--- src/rtl/out_arbiter_if.sv ---
// -----------------------------------------------------------------------------
// out_arbiter_if
// Purpose : bundles the two 32-bit requester ports, their grant pulses and the
//           byte-wide output stream of out_arbiter into one interface.
// Signals : iReq0/iData0/oGnt0  requester 0 request, word and capture pulse
//           iReq1/iData1/oGnt1  requester 1 request, word and capture pulse
//           iReady              byte sink accepts oData this cycle
//           oData/oValid        current byte of the captured word and its valid
//           oFirst              current byte is word[31:24]
//           oSrc                index of the requester whose word is on oData
// Modports: master -- requesters and byte sink (drive the i* signals)
//           slave  -- the arbiter (drives the o* signals)
// -----------------------------------------------------------------------------
`timescale 1ns/1ps
interface out_arbiter_if;
    logic        iReq0;
    logic [31:0] iData0;
    logic        oGnt0;
    logic        iReq1;
    logic [31:0] iData1;
    logic        oGnt1;
    logic        iReady;
    logic [7:0]  oData;
    logic        oValid;
    logic        oFirst;
    logic        oSrc;

    modport master (
        output iReq0, iData0, iReq1, iData1, iReady,
        input  oGnt0, oGnt1, oData, oValid, oFirst, oSrc
    );

    modport slave (
        input  iReq0, iData0, iReq1, iData1, iReady,
        output oGnt0, oGnt1, oData, oValid, oFirst, oSrc
    );
endinterface

--- src/rtl/out_arbiter.sv ---
// -----------------------------------------------------------------------------
// out_arbiter
// Purpose : two-requester arbiter that captures a 32-bit word from the winner
//           and streams it MSB byte first to a byte sink with valid/ready flow
//           control. A two-state FSM (IDLE, SEND) costs one IDLE cycle per word.
// Ports   : clk   system clock, rising edge
//           rst   asynchronous active-low reset
//           bus   out_arbiter_if.slave (requests, words, grants, byte stream)
// Config  : OUT_ARB_FIXED_PRIO_EN defined   -> requester 0 wins on contention
//           OUT_ARB_FIXED_PRIO_EN undefined -> round-robin on contention,
//                                              pointer = last granted requester
// All outputs come straight from registers.
// -----------------------------------------------------------------------------
`timescale 1ns/1ps
module out_arbiter (
    input  logic          clk,
    input  logic          rst,
    out_arbiter_if.slave  bus
);

    typedef enum logic [0:0] {
        ST_IDLE = 1'b0,
        ST_SEND = 1'b1
    } state_t;

    state_t      state_q;
    logic [31:0] word_q;
    logic [1:0]  cnt_q;
    logic [7:0]  data_q;
    logic        valid_q;
    logic        first_q;
    logic        src_q;
    logic        gnt0_q;
    logic        gnt1_q;

    logic        any_req_s;
    logic        win_s;
    logic [31:0] win_word_s;
    logic        xfer_s;

`ifndef OUT_ARB_FIXED_PRIO_EN
    logic        ptr_q;   // last granted requester
`endif

    // Byte of a word selected by the byte counter, MSB byte at index 0.
    function automatic logic [7:0] byte_sel(input logic [31:0] w, input logic [1:0] idx);
        logic [7:0] b;
        case (idx)
            2'd0:    b = w[31:24];
            2'd1:    b = w[23:16];
            2'd2:    b = w[15:8];
            2'd3:    b = w[7:0];
            default: b = 8'd0;
        endcase
        return b;
    endfunction

    // Arbitration: choose the winner among the current requests.
    always_comb begin
        any_req_s = bus.iReq0 | bus.iReq1;
        win_s     = 1'b0;
`ifdef OUT_ARB_FIXED_PRIO_EN
        if (bus.iReq0) begin
            win_s = 1'b0;
        end else if (bus.iReq1) begin
            win_s = 1'b1;
        end else begin
            win_s = 1'b0;
        end
`else
        // On contention the requester that was not granted last wins.
        if (bus.iReq0 && bus.iReq1) begin
            win_s = ~ptr_q;
        end else if (bus.iReq1) begin
            win_s = 1'b1;
        end else begin
            win_s = 1'b0;
        end
`endif
        if (win_s) begin
            win_word_s = bus.iData1;
        end else begin
            win_word_s = bus.iData0;
        end
        xfer_s = valid_q & bus.iReady;
    end

    // FSM with registered outputs: capture on grant, then shift out four bytes.
    always_ff @(posedge clk or negedge rst) begin
        if (!rst) begin
            state_q <= ST_IDLE;
            word_q  <= 32'd0;
            cnt_q   <= 2'd0;
            data_q  <= 8'd0;
            valid_q <= 1'b0;
            first_q <= 1'b0;
            src_q   <= 1'b0;
            gnt0_q  <= 1'b0;
            gnt1_q  <= 1'b0;
`ifndef OUT_ARB_FIXED_PRIO_EN
            ptr_q   <= 1'b1;
`endif
        end else begin
            // Grants are single-cycle pulses unless re-armed below.
            gnt0_q <= 1'b0;
            gnt1_q <= 1'b0;
            case (state_q)
                ST_IDLE: begin
                    if (any_req_s) begin
                        word_q  <= win_word_s;
                        src_q   <= win_s;
                        cnt_q   <= 2'd0;
                        data_q  <= byte_sel(win_word_s, 2'd0);
                        valid_q <= 1'b1;
                        first_q <= 1'b1;
                        gnt0_q  <= ~win_s;
                        gnt1_q  <= win_s;
`ifndef OUT_ARB_FIXED_PRIO_EN
                        ptr_q   <= win_s;
`endif
                        state_q <= ST_SEND;
                    end else begin
                        valid_q <= 1'b0;
                        first_q <= 1'b0;
                        state_q <= ST_IDLE;
                    end
                end
                ST_SEND: begin
                    // Without a transfer everything simply holds.
                    if (xfer_s) begin
                        if (cnt_q == 2'd3) begin
                            cnt_q   <= 2'd0;
                            data_q  <= 8'd0;
                            valid_q <= 1'b0;
                            first_q <= 1'b0;
                            state_q <= ST_IDLE;
                        end else begin
                            cnt_q   <= cnt_q + 2'd1;
                            data_q  <= byte_sel(word_q, cnt_q + 2'd1);
                            first_q <= 1'b0;
                        end
                    end
                end
                default: begin
                    cnt_q   <= 2'd0;
                    valid_q <= 1'b0;
                    first_q <= 1'b0;
                    state_q <= ST_IDLE;
                end
            endcase
        end
    end

    assign bus.oData  = data_q;
    assign bus.oValid = valid_q;
    assign bus.oFirst = first_q;
    assign bus.oSrc   = src_q;
    assign bus.oGnt0  = gnt0_q;
    assign bus.oGnt1  = gnt1_q;

endmodule

--- src/flat_wrapper.sv ---
// flat-port wrapper written by rule: the top's interface ports become plain ports
module out_arbiter_flat 
  (clk, rst, bus_iReq0, bus_iData0, bus_iReq1, bus_iData1, bus_iReady, bus_oGnt0, bus_oGnt1, bus_oData, bus_oValid, bus_oFirst, bus_oSrc);
  out_arbiter_if bus_i ();
  input  logic clk;
  input  logic rst;
  input wire logic [$bits(bus_i.iReq0)-1:0] bus_iReq0;
  input wire logic [$bits(bus_i.iData0)-1:0] bus_iData0;
  input wire logic [$bits(bus_i.iReq1)-1:0] bus_iReq1;
  input wire logic [$bits(bus_i.iData1)-1:0] bus_iData1;
  input wire logic [$bits(bus_i.iReady)-1:0] bus_iReady;
  output wire logic [$bits(bus_i.oGnt0)-1:0] bus_oGnt0;
  output wire logic [$bits(bus_i.oGnt1)-1:0] bus_oGnt1;
  output wire logic [$bits(bus_i.oData)-1:0] bus_oData;
  output wire logic [$bits(bus_i.oValid)-1:0] bus_oValid;
  output wire logic [$bits(bus_i.oFirst)-1:0] bus_oFirst;
  output wire logic [$bits(bus_i.oSrc)-1:0] bus_oSrc;
  assign bus_i.iReq0 = bus_iReq0;
  assign bus_i.iData0 = bus_iData0;
  assign bus_i.iReq1 = bus_iReq1;
  assign bus_i.iData1 = bus_iData1;
  assign bus_i.iReady = bus_iReady;
  assign bus_oGnt0 = bus_i.oGnt0;
  assign bus_oGnt1 = bus_i.oGnt1;
  assign bus_oData = bus_i.oData;
  assign bus_oValid = bus_i.oValid;
  assign bus_oFirst = bus_i.oFirst;
  assign bus_oSrc = bus_i.oSrc;
  out_arbiter u_core (.clk(clk), .rst(rst), .bus(bus_i));
endmodule
--- config.mk ---
export PLATFORM = sky130hd
export DESIGN_NAME = out_arbiter_flat
export DESIGN_NICKNAME = d
export VERILOG_FILES = /design/src/rtl/out_arbiter_if.sv /design/src/rtl/out_arbiter.sv /design/src/flat_wrapper.sv
export SDC_FILE = /design/constraint.sdc
export NUM_CORES = 1
export LEC_CHECK = 0
export ABC_AREA = 1
export ABC_CLOCK_PERIOD_IN_PS = 3300
export CORE_UTILIZATION = 47
export DETAILED_ROUTE_END_ITERATION = 12
export GPL_TIMING_DRIVEN = 0
export PLACE_DENSITY = 0.89
export SETUP_SLACK_MARGIN = 0.2
export SKIP_LAST_GASP = 1
export SYNTH_ARGS = -nofsm -noshare
export SYNTH_HDL_FRONTEND = slang
export SYNTH_SLANG_ARGS = --single-unit
--- constraint.sdc ---
create_clock -name clk -period 3.3 [get_ports clk]
set_input_delay 0.66 -clock clk [delete_from_list [all_inputs] [get_ports clk]]
set_output_delay 0.66 -clock clk [all_outputs]
set_load 0.01 [all_outputs]
==> results.toml <==
[routing]
met2_wirelength_mm = 3.02
ant_nets = 0
top_layer = "met4"
drt_wl_total_mm = 5.97
wl_met1_mm = 2.53
dr.pass1.iters = 4
dr_wl_met3_um = 268
dr_total_vias = 2260
drc = 0
routedWlPerCell_um = 13.6
drtIter0Drc = 151
vias_per_cell = 5.14

[worst_setup_path]
crit_chain = "clkdlybuf4s50_1"
cp_slowest_cell = "clkdlybuf4s50_1"
r2r_cells = 9
r2r-start = "u_core.cnt_q[0]"
crit_type = "reg -> out"
required_ns = 2.64
r2r-end = "u_core.bus.oData[7]"
crit_path_start_kind = "flop"
crit_family = "buffers and inverters"
r2r_slack_ns = 1.72
crit_path_start = "u_core.bus.oValid"
max_stage_delay_ns = 0.59
path_max_fanout = 4
worst-path-buf-inv = 1
worst_setup_path_end_kind = "output port"
crit_arrival_ns = 1.30

[sta]
tns_ns = 0
min_period_over_period = 0.592
setup_ws_ns = 1.34
skew_ns = 0.00817
slew_violations = 0
holdWs_ns = 0.480
worstMarginPinSlew_ns = 0.916
post-route-min-period_ns = 1.96
slew_headroom = 0.389
final-hold-violation-count = 0
setup_viol = 0
fmax_ghz = 0.511
rsz0062_at_grt = "no"

[flow_run]
drv_cap = 0

[global_route]
grt_start_max_net_pins = 42
grt.total_usage = 0.261
grt.overflow.total = 0
grt_pass1_vias = 2241
grt_pass1_wl_mm = 10.1
antenna_found_initial = 0

[clock_network]
cts-root-buf = "clkbuf_8"
cts_resized = 0
cts_made_buffers = 5
cts_hold_buf = 0
clk_pin_slew_ns = 0.08
cts_buffer_depth = 2
cts_max_level = 2
clock-sinks = 41
post_cts_buffers = 0
clock_latency_ns = 0.30
cts_tree = "built"

[layout]
diodes = 0
drive_gt1_frac = 0.0799
area_delta_synth_final_pct = 45.3
final_design_area_no_fill_mm2 = 0.00319
fin_nets = 460

[die]
die_area_mm2 = 0.00495
die_x_um = 70.4
initial_utilization = 0.497
rows = 24
core_mm2 = 0.00441
io_pins = 82
die_h_um = 70.4

[place]
place_hpwl_mm = 4.43
dpl_cell_area_mm2 = 0.00306
place.gp.congestion = 0.836
io_buffers = 80
pre_cts_slack_ns = 1.08

[synth]
seq_area_frac_synth = 0.468
netlist_area_mm2 = 0.00220
syn_avg_cell_area_um2 = 7.32
synth_cells = 300
netlist-cell-type-count = 19
syn-num-nets = 373
ys_warn_count = 0
ys_ff_latch = 41

[power]
p_leak_nw = 1.54
finalPower_mw = 1.25
power_density_mw_per_mm2 = 390
vdd_drop_max_mv = 0.260

[worst_hold_path]
hold_path_class = "in -> async"

[run_status]
outcome = "finished clean"
==> Yosys cell counts <==
cell type    n  area share
nor2_4       3       0.015
o21ai_0     20       0.046
o21a_1       1      0.0034
dfrtp_1     40        0.46
a21oi_1      1      0.0023
buf_2        7       0.016
nand2_2      2      0.0057
nand3_1     37       0.084
buf_6        3       0.015
nor2_1      16       0.027
nor2_2       1      0.0029
clkbuf_1     4      0.0068
inv_2        2      0.0034
ha_1         4       0.023
inv_1       21       0.036
dfstp_2      1       0.012
buf_4        3       0.010
nand2_1    124        0.21
o21ai_1     10       0.023
==> state kept, by name, indices dropped and copies added (netlist names) <==
register / flops
u_core.word_q: 24
u_core.bus.oData: 8
u_core.cnt_q: 2
u_core.bus.oFirst: 1
u_core.bus.oGnt0: 1
u_core.bus.oGnt1: 1
u_core.bus.oSrc: 1
u_core.bus.oValid: 1
u_core.ptr_q: 1
u_core.state_q: 1
==> power by group <==
part	total [mW]	internal [mW]	switching [mW]
Sequential	0.555	0.535	0.0196
Clock	0.485	0.301	0.185
Combinational	0.206	0.117	0.0889
Total	1.25	0.953	0.293
==> per-layer routing <==
metal / global-route usage / vias to the layer above
met4: 0.118 / 0
met3: 0.0418 / 15
met1: 0.322 / 1057
li1: - / 1111
met2: 0.446 / 77
met5: 0 / -
==> worst max path at each step <==
stage | end | slack (ns) | cells after the start
6_report | bus_oValid | 1.34 | 1
3_3_place_gp | u_core.word_q[5] | 0.63 | 1
2_1_floorplan | u_core.word_q[15] | 1.81 | 8
5_1_grt | u_core.word_q[6] | 1.29 | 7
3_5_place_dp | u_core.word_q[12] | 1.08 | 7
4_1_cts | bus_oValid | 1.36 | 1
==> kinds of logic after synthesis <==
logic type,count (synthesis),share of synthesized area
AOI/OAI and AO/OA,32,0.0741
adders and majority gates,4,0.0228
buffers and inverters,40,0.0877
DFF,41,0.468
and+or+nand+nor,183,0.348
==> cells in the final DEF, fill, tap and decap left out <==
master	n
a21oi_1	1
buf_2	8
buf_4	3
buf_6	3
bufinv_16	2
clkbuf_1	4
clkbuf_8	5
clkdlybuf4s50_1	79
clkinv_2	1
dfrtp_1	40
dfstp_2	1
ha_1	4
inv_1	21
inv_2	2
nand2_1	124
nand2_2	2
nand3_1	37
nor2_1	16
nor2_2	1
nor2_4	3
o21a_1	1
o21ai_0	20
o21ai_1	10
==> final cells by class <==
class / count / area [µm²]
fill: 359 / 1220
multi-input combinational: 219 / 976
tap: 52 / 65.1
sequential: 41 / 1030
inverter: 23 / 86.3
buffer: 17 / 106
clock buffer: 5 / 68.8
timing repair buffer: 80 / 796
clock inverter: 3 / 65.1
==> metrics by stage <==
| step | cells | util |
|---|---|---|
| finish | 440 | 0.723 |
| global route | 440 | 0.723 |
| CTS | 440 | 0.723 |
| detailed placement | 432 | 0.692 |
| global placement | 432 | 0.694 |
| floorplan | 300 | - |
No activity file was read; power rests on OpenSTA's default activity.
